$ cat src/rtl/rvvi_trace_pkg.sv
// rvvi_trace_pkg: shared types and constants for the RVVI trace emitter.
//   ORDER_W      width of the retirement sequence number (trace_order)
//   XLEN_DEF     default PC / writeback data width
//   ILEN_DEF     default instruction width
//   ret_entry_t  one buffered retirement event at the default widths; it is
//                also the default entry type of rvvi_trace_fifo, whose width
//                follows whatever entry type the instantiating module passes.
package rvvi_trace_pkg;

  localparam int ORDER_W  = 64;
  localparam int XLEN_DEF = 64;
  localparam int ILEN_DEF = 32;

  typedef struct packed {
    logic [XLEN_DEF-1:0] pc;
    logic [ILEN_DEF-1:0] insn;
    logic                trap;
    logic [4:0]          rd;
    logic                rd_we;
    logic [XLEN_DEF-1:0] rd_wdata;
  } ret_entry_t;

endpackage

$ cat src/rtl/rvvi_trace_emitter_if.sv
// rvvi_trace_emitter_if: retirement input and trace output bundle.
//
// Handshake: an event transfers on a clock edge where ret_valid and ret_ready
// are both high and flush is low. ret_ready depends only on registered
// occupancy (never on ret_valid, flush or trace_stall). The producer holds the
// event fields stable while ret_valid is high and not yet accepted.
// The trace side has no backpressure other than trace_stall: trace_valid is a
// one-cycle strobe per emitted event and must be sampled every cycle.
//
// Modports:
//   master - core / retirement producer and trace consumer control
//   slave  - the emitter (rvvi_trace_emitter)
import rvvi_trace_pkg::*;

interface rvvi_trace_emitter_if #(
  parameter int XLEN  = 64,
  parameter int ILEN  = 32,
  parameter int DEPTH = 4
);
  localparam int CW = $clog2(DEPTH) + 1;

  logic               ret_valid;
  logic               ret_ready;
  logic [XLEN-1:0]    ret_pc;
  logic [ILEN-1:0]    ret_insn;
  logic               ret_trap;
  logic [4:0]         ret_rd;
  logic               ret_rd_we;
  logic [XLEN-1:0]    ret_rd_wdata;
  logic               flush;
  logic               trace_stall;
  logic               trace_valid;
  logic [XLEN-1:0]    trace_pc;
  logic [ILEN-1:0]    trace_insn;
  logic               trace_trap;
  logic [4:0]         trace_rd;
  logic               trace_rd_we;
  logic [XLEN-1:0]    trace_rd_wdata;
  logic [ORDER_W-1:0] trace_order;
  logic [CW-1:0]      trace_count;

  modport master (
    output ret_valid, ret_pc, ret_insn, ret_trap, ret_rd, ret_rd_we,
           ret_rd_wdata, flush, trace_stall,
    input  ret_ready, trace_valid, trace_pc, trace_insn, trace_trap,
           trace_rd, trace_rd_we, trace_rd_wdata, trace_order, trace_count
  );

  modport slave (
    input  ret_valid, ret_pc, ret_insn, ret_trap, ret_rd, ret_rd_we,
           ret_rd_wdata, flush, trace_stall,
    output ret_ready, trace_valid, trace_pc, trace_insn, trace_trap,
           trace_rd, trace_rd_we, trace_rd_wdata, trace_order, trace_count
  );

endinterface

$ cat src/rtl/rvvi_trace_fifo.sv
// rvvi_trace_fifo: retirement event storage.
//   clk, reset_n  clock, async active-low reset
//   push, wr_data write one entry (caller guarantees !full)
//   pop           read one entry (caller guarantees !empty); rd_data is the
//                 head entry, valid combinationally whenever !empty
//   flush         clears pointers and count at the next edge; wins over
//                 push/pop in the same cycle
//   count         occupancy, 0..DEPTH
//   full, empty   derived from registered count only
import rvvi_trace_pkg::*;

module rvvi_trace_fifo #(
  parameter type entry_t = ret_entry_t,
  parameter int  DEPTH   = 4,
  localparam int AW      = $clog2(DEPTH),
  localparam int CW      = AW + 1
) (
  input  logic          clk,
  input  logic          reset_n,
  input  logic          push,
  input  entry_t        wr_data,
  input  logic          pop,
  input  logic          flush,
  output entry_t        rd_data,
  output logic [CW-1:0] count,
  output logic          full,
  output logic          empty
);

  entry_t        mem_q [DEPTH];
  logic [AW-1:0] wr_ptr_q, wr_ptr_d;
  logic [AW-1:0] rd_ptr_q, rd_ptr_d;
  logic [CW-1:0] count_q, count_d;

  // DEPTH is a power of two, so pointer overflow is the modulo wrap.
  always_comb begin
    wr_ptr_d = wr_ptr_q;
    rd_ptr_d = rd_ptr_q;
    count_d  = count_q;
    if (flush) begin
      wr_ptr_d = '0;
      rd_ptr_d = '0;
      count_d  = '0;
    end else begin
      if (push) wr_ptr_d = wr_ptr_q + AW'(1);
      if (pop)  rd_ptr_d = rd_ptr_q + AW'(1);
      case ({push, pop})
        2'b10:   count_d = count_q + CW'(1);
        2'b01:   count_d = count_q - CW'(1);
        default: count_d = count_q;
      endcase
    end
  end

  always_ff @(posedge clk or negedge reset_n) begin
    if (!reset_n) begin
      wr_ptr_q <= '0;
      rd_ptr_q <= '0;
      count_q  <= '0;
    end else begin
      wr_ptr_q <= wr_ptr_d;
      rd_ptr_q <= rd_ptr_d;
      count_q  <= count_d;
    end
  end

  // Storage needs no reset: nothing is read while count is zero.
  always_ff @(posedge clk) begin
    if (push && !flush) mem_q[wr_ptr_q] <= wr_data;
  end

  assign rd_data = mem_q[rd_ptr_q];
  assign count   = count_q;
  assign full    = (count_q == CW'(DEPTH));
  assign empty   = (count_q == '0);

endmodule

$ cat src/rtl/rvvi_trace_emitter.sv
// rvvi_trace_emitter: RVVI trace producer for hart 0, retire slot 0.
// Buffers retirement events and emits at most one per cycle, in order.
//   clk      clock
//   reset_n  asynchronous active-low reset
//   bus      rvvi_trace_emitter_if.slave: ret_* input handshake, flush,
//            trace_stall, trace_* registered outputs, trace_count occupancy
// Optional feature: `RVVI_ORDER_EN adds the 64-bit retirement order counter;
// without it trace_order is tied to zero.
import rvvi_trace_pkg::*;

module rvvi_trace_emitter #(
  parameter int XLEN  = 64,
  parameter int ILEN  = 32,
  parameter int DEPTH = 4
) (
  input  logic                clk,
  input  logic                reset_n,
  rvvi_trace_emitter_if.slave bus
);

  localparam int CW = $clog2(DEPTH) + 1;

  typedef struct packed {
    logic [XLEN-1:0] pc;
    logic [ILEN-1:0] insn;
    logic            trap;
    logic [4:0]      rd;
    logic            rd_we;
    logic [XLEN-1:0] rd_wdata;
  } entry_t;

  entry_t        wr_entry;
  entry_t        rd_entry;
  logic [CW-1:0] count;
  logic          full;
  logic          empty;
  logic          push;
  logic          pop;

  entry_t out_q,   out_d;
  logic   valid_q, valid_d;

  assign wr_entry = '{pc:       bus.ret_pc,
                      insn:     bus.ret_insn,
                      trap:     bus.ret_trap,
                      rd:       bus.ret_rd,
                      rd_we:    bus.ret_rd_we,
                      rd_wdata: bus.ret_rd_wdata};

  // A push offered together with flush is dropped even though ret_ready
  // may be high; the producer is expected to know it issued the flush.
  assign push = bus.ret_valid && !full && !bus.flush;
  assign pop  = !empty && !bus.trace_stall && !bus.flush;

  rvvi_trace_fifo #(
    .entry_t (entry_t),
    .DEPTH   (DEPTH)
  ) u_fifo (
    .clk     (clk),
    .reset_n (reset_n),
    .push    (push),
    .wr_data (wr_entry),
    .pop     (pop),
    .flush   (bus.flush),
    .rd_data (rd_entry),
    .count   (count),
    .full    (full),
    .empty   (empty)
  );

  // Output stage: fields load only on pop and otherwise hold; valid is a
  // single-cycle strobe per popped event.
  always_comb begin
    out_d   = out_q;
    valid_d = pop;
    if (pop) out_d = rd_entry;
  end

  always_ff @(posedge clk or negedge reset_n) begin
    if (!reset_n) begin
      out_q   <= '0;
      valid_q <= 1'b0;
    end else begin
      out_q   <= out_d;
      valid_q <= valid_d;
    end
  end

`ifdef RVVI_ORDER_EN
  // Counts pops since reset; the value after a pop is that event's order,
  // so the first event carries 1. Flush leaves it untouched.
  logic [ORDER_W-1:0] order_q, order_d;

  always_comb begin
    order_d = order_q;
    if (pop) order_d = order_q + ORDER_W'(1);
  end

  always_ff @(posedge clk or negedge reset_n) begin
    if (!reset_n) order_q <= '0;
    else          order_q <= order_d;
  end

  assign bus.trace_order = order_q;
`else
  assign bus.trace_order = '0;
`endif

  // Depends on registered count only, so trace_stall never reaches it.
  assign bus.ret_ready      = !full;
  assign bus.trace_valid    = valid_q;
  assign bus.trace_pc       = out_q.pc;
  assign bus.trace_insn     = out_q.insn;
  assign bus.trace_trap     = out_q.trap;
  assign bus.trace_rd       = out_q.rd;
  assign bus.trace_rd_we    = out_q.rd_we;
  assign bus.trace_rd_wdata = out_q.rd_wdata;
  assign bus.trace_count    = count;

endmodule

$ cat src/flat_wrapper.sv
// flat-port wrapper written by rule: the top's interface ports become plain ports
module rvvi_trace_emitter_flat 
#(
  parameter int XLEN  = 64,
  parameter int ILEN  = 32,
  parameter int DEPTH = 4
)
  (clk, reset_n, bus_ret_valid, bus_ret_pc, bus_ret_insn, bus_ret_trap, bus_ret_rd, bus_ret_rd_we, bus_ret_rd_wdata, bus_flush, bus_trace_stall, bus_ret_ready, bus_trace_valid, bus_trace_pc, bus_trace_insn, bus_trace_trap, bus_trace_rd, bus_trace_rd_we, bus_trace_rd_wdata, bus_trace_order, bus_trace_count);
  rvvi_trace_emitter_if #(.XLEN(XLEN), .ILEN(ILEN), .DEPTH(DEPTH)) bus_i ();
  input  logic clk;
  input  logic reset_n;
  input wire logic [$bits(bus_i.ret_valid)-1:0] bus_ret_valid;
  input wire logic [$bits(bus_i.ret_pc)-1:0] bus_ret_pc;
  input wire logic [$bits(bus_i.ret_insn)-1:0] bus_ret_insn;
  input wire logic [$bits(bus_i.ret_trap)-1:0] bus_ret_trap;
  input wire logic [$bits(bus_i.ret_rd)-1:0] bus_ret_rd;
  input wire logic [$bits(bus_i.ret_rd_we)-1:0] bus_ret_rd_we;
  input wire logic [$bits(bus_i.ret_rd_wdata)-1:0] bus_ret_rd_wdata;
  input wire logic [$bits(bus_i.flush)-1:0] bus_flush;
  input wire logic [$bits(bus_i.trace_stall)-1:0] bus_trace_stall;
  output wire logic [$bits(bus_i.ret_ready)-1:0] bus_ret_ready;
  output wire logic [$bits(bus_i.trace_valid)-1:0] bus_trace_valid;
  output wire logic [$bits(bus_i.trace_pc)-1:0] bus_trace_pc;
  output wire logic [$bits(bus_i.trace_insn)-1:0] bus_trace_insn;
  output wire logic [$bits(bus_i.trace_trap)-1:0] bus_trace_trap;
  output wire logic [$bits(bus_i.trace_rd)-1:0] bus_trace_rd;
  output wire logic [$bits(bus_i.trace_rd_we)-1:0] bus_trace_rd_we;
  output wire logic [$bits(bus_i.trace_rd_wdata)-1:0] bus_trace_rd_wdata;
  output wire logic [$bits(bus_i.trace_order)-1:0] bus_trace_order;
  output wire logic [$bits(bus_i.trace_count)-1:0] bus_trace_count;
  assign bus_i.ret_valid = bus_ret_valid;
  assign bus_i.ret_pc = bus_ret_pc;
  assign bus_i.ret_insn = bus_ret_insn;
  assign bus_i.ret_trap = bus_ret_trap;
  assign bus_i.ret_rd = bus_ret_rd;
  assign bus_i.ret_rd_we = bus_ret_rd_we;
  assign bus_i.ret_rd_wdata = bus_ret_rd_wdata;
  assign bus_i.flush = bus_flush;
  assign bus_i.trace_stall = bus_trace_stall;
  assign bus_ret_ready = bus_i.ret_ready;
  assign bus_trace_valid = bus_i.trace_valid;
  assign bus_trace_pc = bus_i.trace_pc;
  assign bus_trace_insn = bus_i.trace_insn;
  assign bus_trace_trap = bus_i.trace_trap;
  assign bus_trace_rd = bus_i.trace_rd;
  assign bus_trace_rd_we = bus_i.trace_rd_we;
  assign bus_trace_rd_wdata = bus_i.trace_rd_wdata;
  assign bus_trace_order = bus_i.trace_order;
  assign bus_trace_count = bus_i.trace_count;
  rvvi_trace_emitter #(.XLEN(XLEN), .ILEN(ILEN), .DEPTH(DEPTH)) u_core (.clk(clk), .reset_n(reset_n), .bus(bus_i));
endmodule
$ cat config.mk
export PLATFORM = sky130hd
export DESIGN_NAME = rvvi_trace_emitter_flat
export DESIGN_NICKNAME = d
export VERILOG_FILES = /design/src/rtl/rvvi_trace_pkg.sv /design/src/rtl/rvvi_trace_emitter_if.sv /design/src/rtl/rvvi_trace_fifo.sv /design/src/rtl/rvvi_trace_emitter.sv /design/src/flat_wrapper.sv
export SDC_FILE = /design/constraint.sdc
export NUM_CORES = 1
export LEC_CHECK = 0
export ABC_CLOCK_PERIOD_IN_PS = 5800
export BUFFER_PORTS_ARGS = -buffer_cell sky130_fd_sc_hd__clkbuf_2
export CAP_MARGIN = 5
export CORE_MARGIN = 2
export CORE_UTILIZATION = 58
export CTS_CLUSTER_DIAMETER = 100
export CTS_CLUSTER_SIZE = 40
export DETAILED_ROUTE_END_ITERATION = 8
export GPL_TIMING_DRIVEN = 1
export MAX_ROUTING_LAYER = met4
export PLACE_DENSITY = 0.8
export SLEW_MARGIN = 25
export SYNTH_ARGS = -nofsm -noshare
export SYNTH_HDL_FRONTEND = slang
export SYNTH_SLANG_ARGS = --single-unit
export TNS_END_PERCENT = 20
$ cat constraint.sdc
create_clock -name clk -period 5.8 [get_ports clk]
set_input_delay 0.29 -clock clk [delete_from_list [all_inputs] [get_ports clk]]
set_output_delay 0.29 -clock clk [all_outputs]
set_load 0.005 [all_outputs]
==> metrics.txt, run 1 <==
Setup Skew=0.0404 ns; I/O pin cnt=408; Pwr Density=358 nW/um2; Slew @ Worst Pin=0.966 ns; ANT nets after route=0; Synth cell types=43; part of the cycle the worst path needs=51.7%; Max Fclk=334 MHz; Overflow after GRT=0; drt total wl=60.7 mm; Synth Flop Type=edfxtp_1; row count=86; Seq cells post-synth=843; maximum clock path buffer count=3; CP Class=reg -> reg; TritonCTS buffer count=27; htree depth=1; via count=14651; GRT busiest layer=met2; Mapped Cells=1358; initial antenna violation count=11; Worst Hold End=u_core.u_fifo.wr_ptr_q[1]; starting density of the core=58.3%; Post-CTS Setup Repair Bufs=0; proportion of synthesized area in mux cells=19.1%; Static Leak=13.1 nW; Die Span Y=239 um; CTS tree=built; most frequent cells in the layout=edfxtp_1, clkbuf_2, dfrtp_1; Worst setup SP type=flip-flop; drt drc=0; Post-Synth XOR/XNOR Area=0.0548%; endpoint class of the critical path=flip-flop; Final setup viols=0; Async SR Flop Fraction=20.8%; routability congestion estimate=0.783; GRT Overall Usage=22.1%; Synth Area in Compound Gates=0.400%; RSZ-0062 raised after global routing=false; length in cells of the worst reg-to-reg path=4; Clock Latency Late Sink=0.62 ns; number of flops mapped to enable cells by yosys=668; Mapped Area=31900 um2; GR Layer Usage met2=35.9%; overall die width=239 um; dpl hpwl=34.5 mm; largest family of logic cells by synthesized area=multiplexers; met3 usage=4.79%; Synth Warn #=0; IO Port Bufs=343; Post-Place Setup Slack=2.81 ns; Clock Sinks=843; max-slew violations=0; CP Max Fanout=83; max_slew headroom=35.6%; R2R setup slack=2.80 ns; register area share after synthesis=76.5%; Arr. time, crit path=3.23 ns; Simple-Gate Fraction of Synth Area=0.529%; PnR worst setup slack=2.80 ns; Final Hold Viols=0; max-cap viol count=0; hold depth=3; Hold Crit Class=in -> reg; Vias/cell=5.66; DRT iter0 DRCs=1084; CP required=6.03 ns; outcome=finished, final reports clean; drt first pass iters=5; global-route wire length before repair=92.8 mm; M1 GR Usage=29.5%; die area=57000 um2; synthesized area per cell=23.5 um2; worst reg2reg endpoint=u_core.u_fifo.mem_q[2][112]; HP Start=bus_ret_valid; ratio of cells with drive above 1 in the final layout=39.7%; fillers=3415; Crit Reg-Reg Startpoint=u_core.u_fifo.count[2]; Root Buffer=clkbuf_16; minimum clock period=3.00 ns; VDD IR max=0.310 mV; largest net degree at the start of global routing=133; Layout Area Growth over Synthesis=14.6%; setup TNS=0 ns; # nets final=2031; CORE AREA=54800 um2; Critical Path Start=u_core.u_fifo.count[2]; drt wl/cell=23.4 um; vias in the first global route=15747; Synth Area in Adders=0.219%; commonest non-fill, non-tap cell in the layout=edfxtp_1; clock-pin slew on the worst setup and hold paths=0.13 ns
==> critical path, stage by stage, from the launching register on <==
cell,delay [ns]
dfrtp_1,0.52
nor3b_4,0.22
nor3_1,0.39
and2_4,0.82
buf_12,0.49
==> state kept, by name, summed over array words and instances, names as in the netlist <==
signal and flops:
u_core.u_fifo.count 3, u_core.bus.trace_pc 64, u_core.u_fifo.rd_ptr_q 2, u_core.u_fifo.mem_q 668
u_core.bus.trace_valid 1, u_core.u_fifo.wr_ptr_q 2, u_core.bus.trace_rd_wdata 64, u_core.bus.trace_rd 5
u_core.bus.trace_trap 1, u_core.bus.trace_insn 32, u_core.bus.trace_rd_we 1
==> power by group <==
part           total [mW]  internal (mW)  switching [mW]
registers            7.76           7.28           0.473
clock network        2.66          0.938            1.72
logic                2.70           1.59            1.11
total                13.1           9.81            3.30
==> routing by layer <==
layer | routed length (um) | vias to the layer above
met5 | 0 | -
li1 | - | 6346
met4 | 1200 | 0
met1 | 24800 | 7724
met2 | 30200 | 518
met3 | 4450 | 63
==> kinds of logic (layout without fill, tap and decap cells) <==
| family | after synthesis | after routing |
|---|---|---|
| xor gates and xnor gates | 2 | 2 |
| buffers and inverters | 129 | 581 |
| other | 1 | 76 |
| adders and majority gates | 5 | 5 |
| and+or+nand+nor | 24 | 24 |
| AOI/OAI and AO/OA | 20 | 20 |
| DFF | 843 | 843 |
| muxes | 334 | 334 |
==> synthesized netlist by cell type (2+ instances only) <==
master / instances / area [um2]
nand2b_1: 3 / 18.8
mux2_4: 119 / 1790
edfxtp_1: 668 / 20100
mux2_2: 48 / 541
a21oi_1: 7 / 35.0
or3_1: 2 / 12.5
a21o_1: 2 / 15.0
a2111oi_0: 2 / 17.5
buf_6: 5 / 56.3
nor3_1: 2 / 10.0
o21ai_0: 3 / 15.0
nand2_1: 2 / 7.51
buf_8: 2 / 30.0
inv_1: 5 / 18.8
buf_12: 11 / 220
clkbuf_1: 16 / 60.1
buf_2: 10 / 50.1
buf_4: 77 / 578
dfrtp_1: 175 / 4380
buf_1: 2 / 7.51
mux4_2: 167 / 3760
ha_1: 4 / 50.1
and2_1: 4 / 25.0
nand3_1: 3 / 15.0
==> cell type report <==
| type | instances | area (um2) | share of cell area, % |
|---|---|---|---|
| Inverter | 6 | 30.0 | 0.0821 |
| Timing Repair Buffer | 527 | 3630 | 9.92 |
| Clock buffer | 37 | 723 | 1.98 |
| Tap cell | 704 | 881 | 2.41 |
| Multi-Input combinational cell | 449 | 6720 | 18.4 |
| Antenna cell | 12 | 30.0 | 0.0821 |
| Clock inverter | 11 | 135 | 0.369 |
| Sequential cell | 843 | 24400 | 66.8 |
==> what timing repair did <==
item / CTS / global route
gates resized for setup: 0 / 0
hold endpoints to repair: 764 / 0
hold buffers: 169 / 0
==> worst max-delay path by stage <==
stage	end	cells past startpoint
2_1_floorplan	u_core.u_fifo.mem_q[2][0]	4
3_3_place_gp	u_core.u_fifo.mem_q[2][33]	4
3_5_place_dp	u_core.u_fifo.mem_q[2][27]	5
4_1_cts	u_core.u_fifo.mem_q[2][112]	4
5_1_grt	u_core.u_fifo.mem_q[2][112]	4
6_report	u_core.u_fifo.mem_q[2][112]	4
==> stage by stage <==
step	power, mW	instances	utilization [%]	area, um2	hold slack (ns)
CTS	13.2	2577	66.8	36600	0.0180
global route	13.6	2588	66.8	36600	0.0498
detailed placement	10.5	2360	62.1	34000	0.482
global placement	10.4	2360	62.1	34000	0.464
finish	13.1	2589	66.8	36600	0.0761
floorplan	9.38	1421	-	32200	-0.00559
Power figures use the tool's default switching activity.
==> inputs of run 2 (changes only) <==
ABC_CLOCK_PERIOD_IN_PS = 3100   (was 5800)
clock period = 3.1 ns   (was 5.8 ns; I/O delays follow)
==> metrics.txt, run 2 (same netlist as run 1, synthesis figures left out) <==
outcome=finished, final reports clean; Final Hold Viols=0; Bufs and invs on worst path=1; Static Leak=13.2 nW; drt total wl=61.4 mm; Final Cell Area=36900 um2; DR WL met2=31.4 mm; non-filler cells, final=2609; most flop-heavy register=u_core.u_fifo.mem_q; drt drc=0; vias in the first global route=15863; Overflow after GRT=0; ratio of cells with drive above 1 in the final layout=40.3%; part of the cycle the worst path needs=77.5%; CTS tree=built; overall die width=239 um; VDD IR max=0.781 mV; maximum clock path buffer count=3; CP required=3.39 ns; clock-pin slew on the worst setup and hold paths=0.13 ns; Worst setup SP type=flip-flop; minimum clock period=2.40 ns; # nets final=2053; Clock Sinks=843; DP Area=34300 um2; Stages on worst setup path=4; initial antenna violation count=6; routability congestion estimate=0.763; CORE AREA=54800 um2; max-slew violations=0; CP top delay family=simple AND/OR/NAND/NOR gates; Vias/cell=5.66; I/O pin cnt=408; max FFs per register=668; Slew @ Worst Pin=0.872 ns; Final setup viols=0; Layout Area Growth over Synthesis=15.7%; worst reg2reg endpoint=u_core.u_fifo.mem_q[0][102]; Pwr Density=667 nW/um2; Setup Skew=0.0278 ns; max_slew headroom=41.8%; M1 wire length=24.7 mm; ANT nets after route=0; IO Port Bufs=343; Arr. time, crit path=2.69 ns; WL met3=4.20 mm; die area=57000 um2; CP Max Fanout=49; starting density of the core=58.3%; Root Buffer=clkbuf_16; GRT Overall Usage=22.3%; Clock Latency Late Sink=0.62 ns; dpl hpwl=36.3 mm; RSZ-0062 raised after global routing=false; CP Class=reg -> reg; hold slack=0.159 ns; R2R setup slack=0.70 ns; htree depth=1; cell count after placement=2379; commonest non-fill, non-tap cell in the layout=edfxtp_1; Crit Reg-Reg Startpoint=u_core.u_fifo.count[0]; max-cap viol count=0; global-route wire length before repair=93.2 mm; Die Span Y=239 um; Slowest cell on crit path=dfrtp_1; crit path cell chain=nor3b_4 -> nor3_1 -> and2_4 -> buf_12; Gates resized, CTS repair=0; row count=86; via count=14768; Critical Path Start=u_core.u_fifo.count[0]; endpoint class of the critical path=flip-flop; drt first pass iters=4; worst setup path endpoint=u_core.u_fifo.mem_q[0][102]; length in cells of the worst reg-to-reg path=4; drt wl/cell=23.5 um; Top Layer Used=met4; Max Fclk=416 MHz; most frequent cells in the layout=edfxtp_1, clkbuf_2, dfrtp_1; Hold Crit Class=in -> async; DRT iter0 DRCs=1098; final core occ=67.5%; TritonCTS buffer count=27; Worst path max stage delay=0.64 ns; largest net degree at the start of global routing=87
-- run 2: metal layers --
| metal | track usage [%] | vias up |
|---|---|---|
| met5 | - | - |
| met2 | 37.2 | 466 |
| met1 | 29.0 | 7842 |
| met4 | 4.20 | 0 |
| met3 | 4.56 | 68 |
| li1 | - | 6392 |
-- run 2: area by class of cell --
| type | count | area (um2) |
|---|---|---|
| fill | 3400 | 17800 |
| inverter | 6 | 30.0 |
| antenna | 10 | 25.0 |
| sequential | 843 | 24400 |
| timing repair buffer | 549 | 3980 |
| multi-input combinational | 449 | 6720 |
| clock buffer | 36 | 731 |
| clock inverter | 12 | 136 |
| tap | 704 | 881 |
-- run 2: metrics by stage --
step | setup slack, ns | power [mW] | TNS (ns)
after floorplan | -0.332 | 17.5 | -221.75
after global placement | 0.783 | 19.5 | 0
after detailed placement | 0.728 | 19.7 | 0
after CTS | 0.694 | 24.8 | 0
after global routing | 0.556 | 25.6 | 0
final | 0.699 | 24.6 | 0
-- run 2: worst min-delay path by stage --
stage	depth (start not counted)	to	start	slack (ns)
2_1_floorplan	0	u_core.bus.trace_insn[0]	reset_n	-0.14
4_1_cts	2	u_core.bus.trace_insn[17]	reset_n	0.19
5_1_grt	2	u_core.bus.trace_insn[17]	reset_n	0.21
6_report	2	u_core.bus.trace_insn[17]	reset_n	0.16
3_3_place_gp	1	u_core.bus.trace_insn[19]	reset_n	0.30
3_5_place_dp	1	u_core.bus.trace_insn[17]	reset_n	0.31
-- run 2: repair_timing --
action / 4_1_cts / 5_1_grt
hold endpoints to repair: 756 / 0
endpoints found under the setup margin: 0 / 0
hold buffers: 172 / 0
buffers inserted: 0 / 0
-- run 2: power by group --
part | total, mW | internal (mW) | switching, mW
Sequential | 14.5 | 13.6 | 0.870
Combinational | 5.13 | 3.03 | 2.10
Clock | 5.01 | 1.78 | 3.23
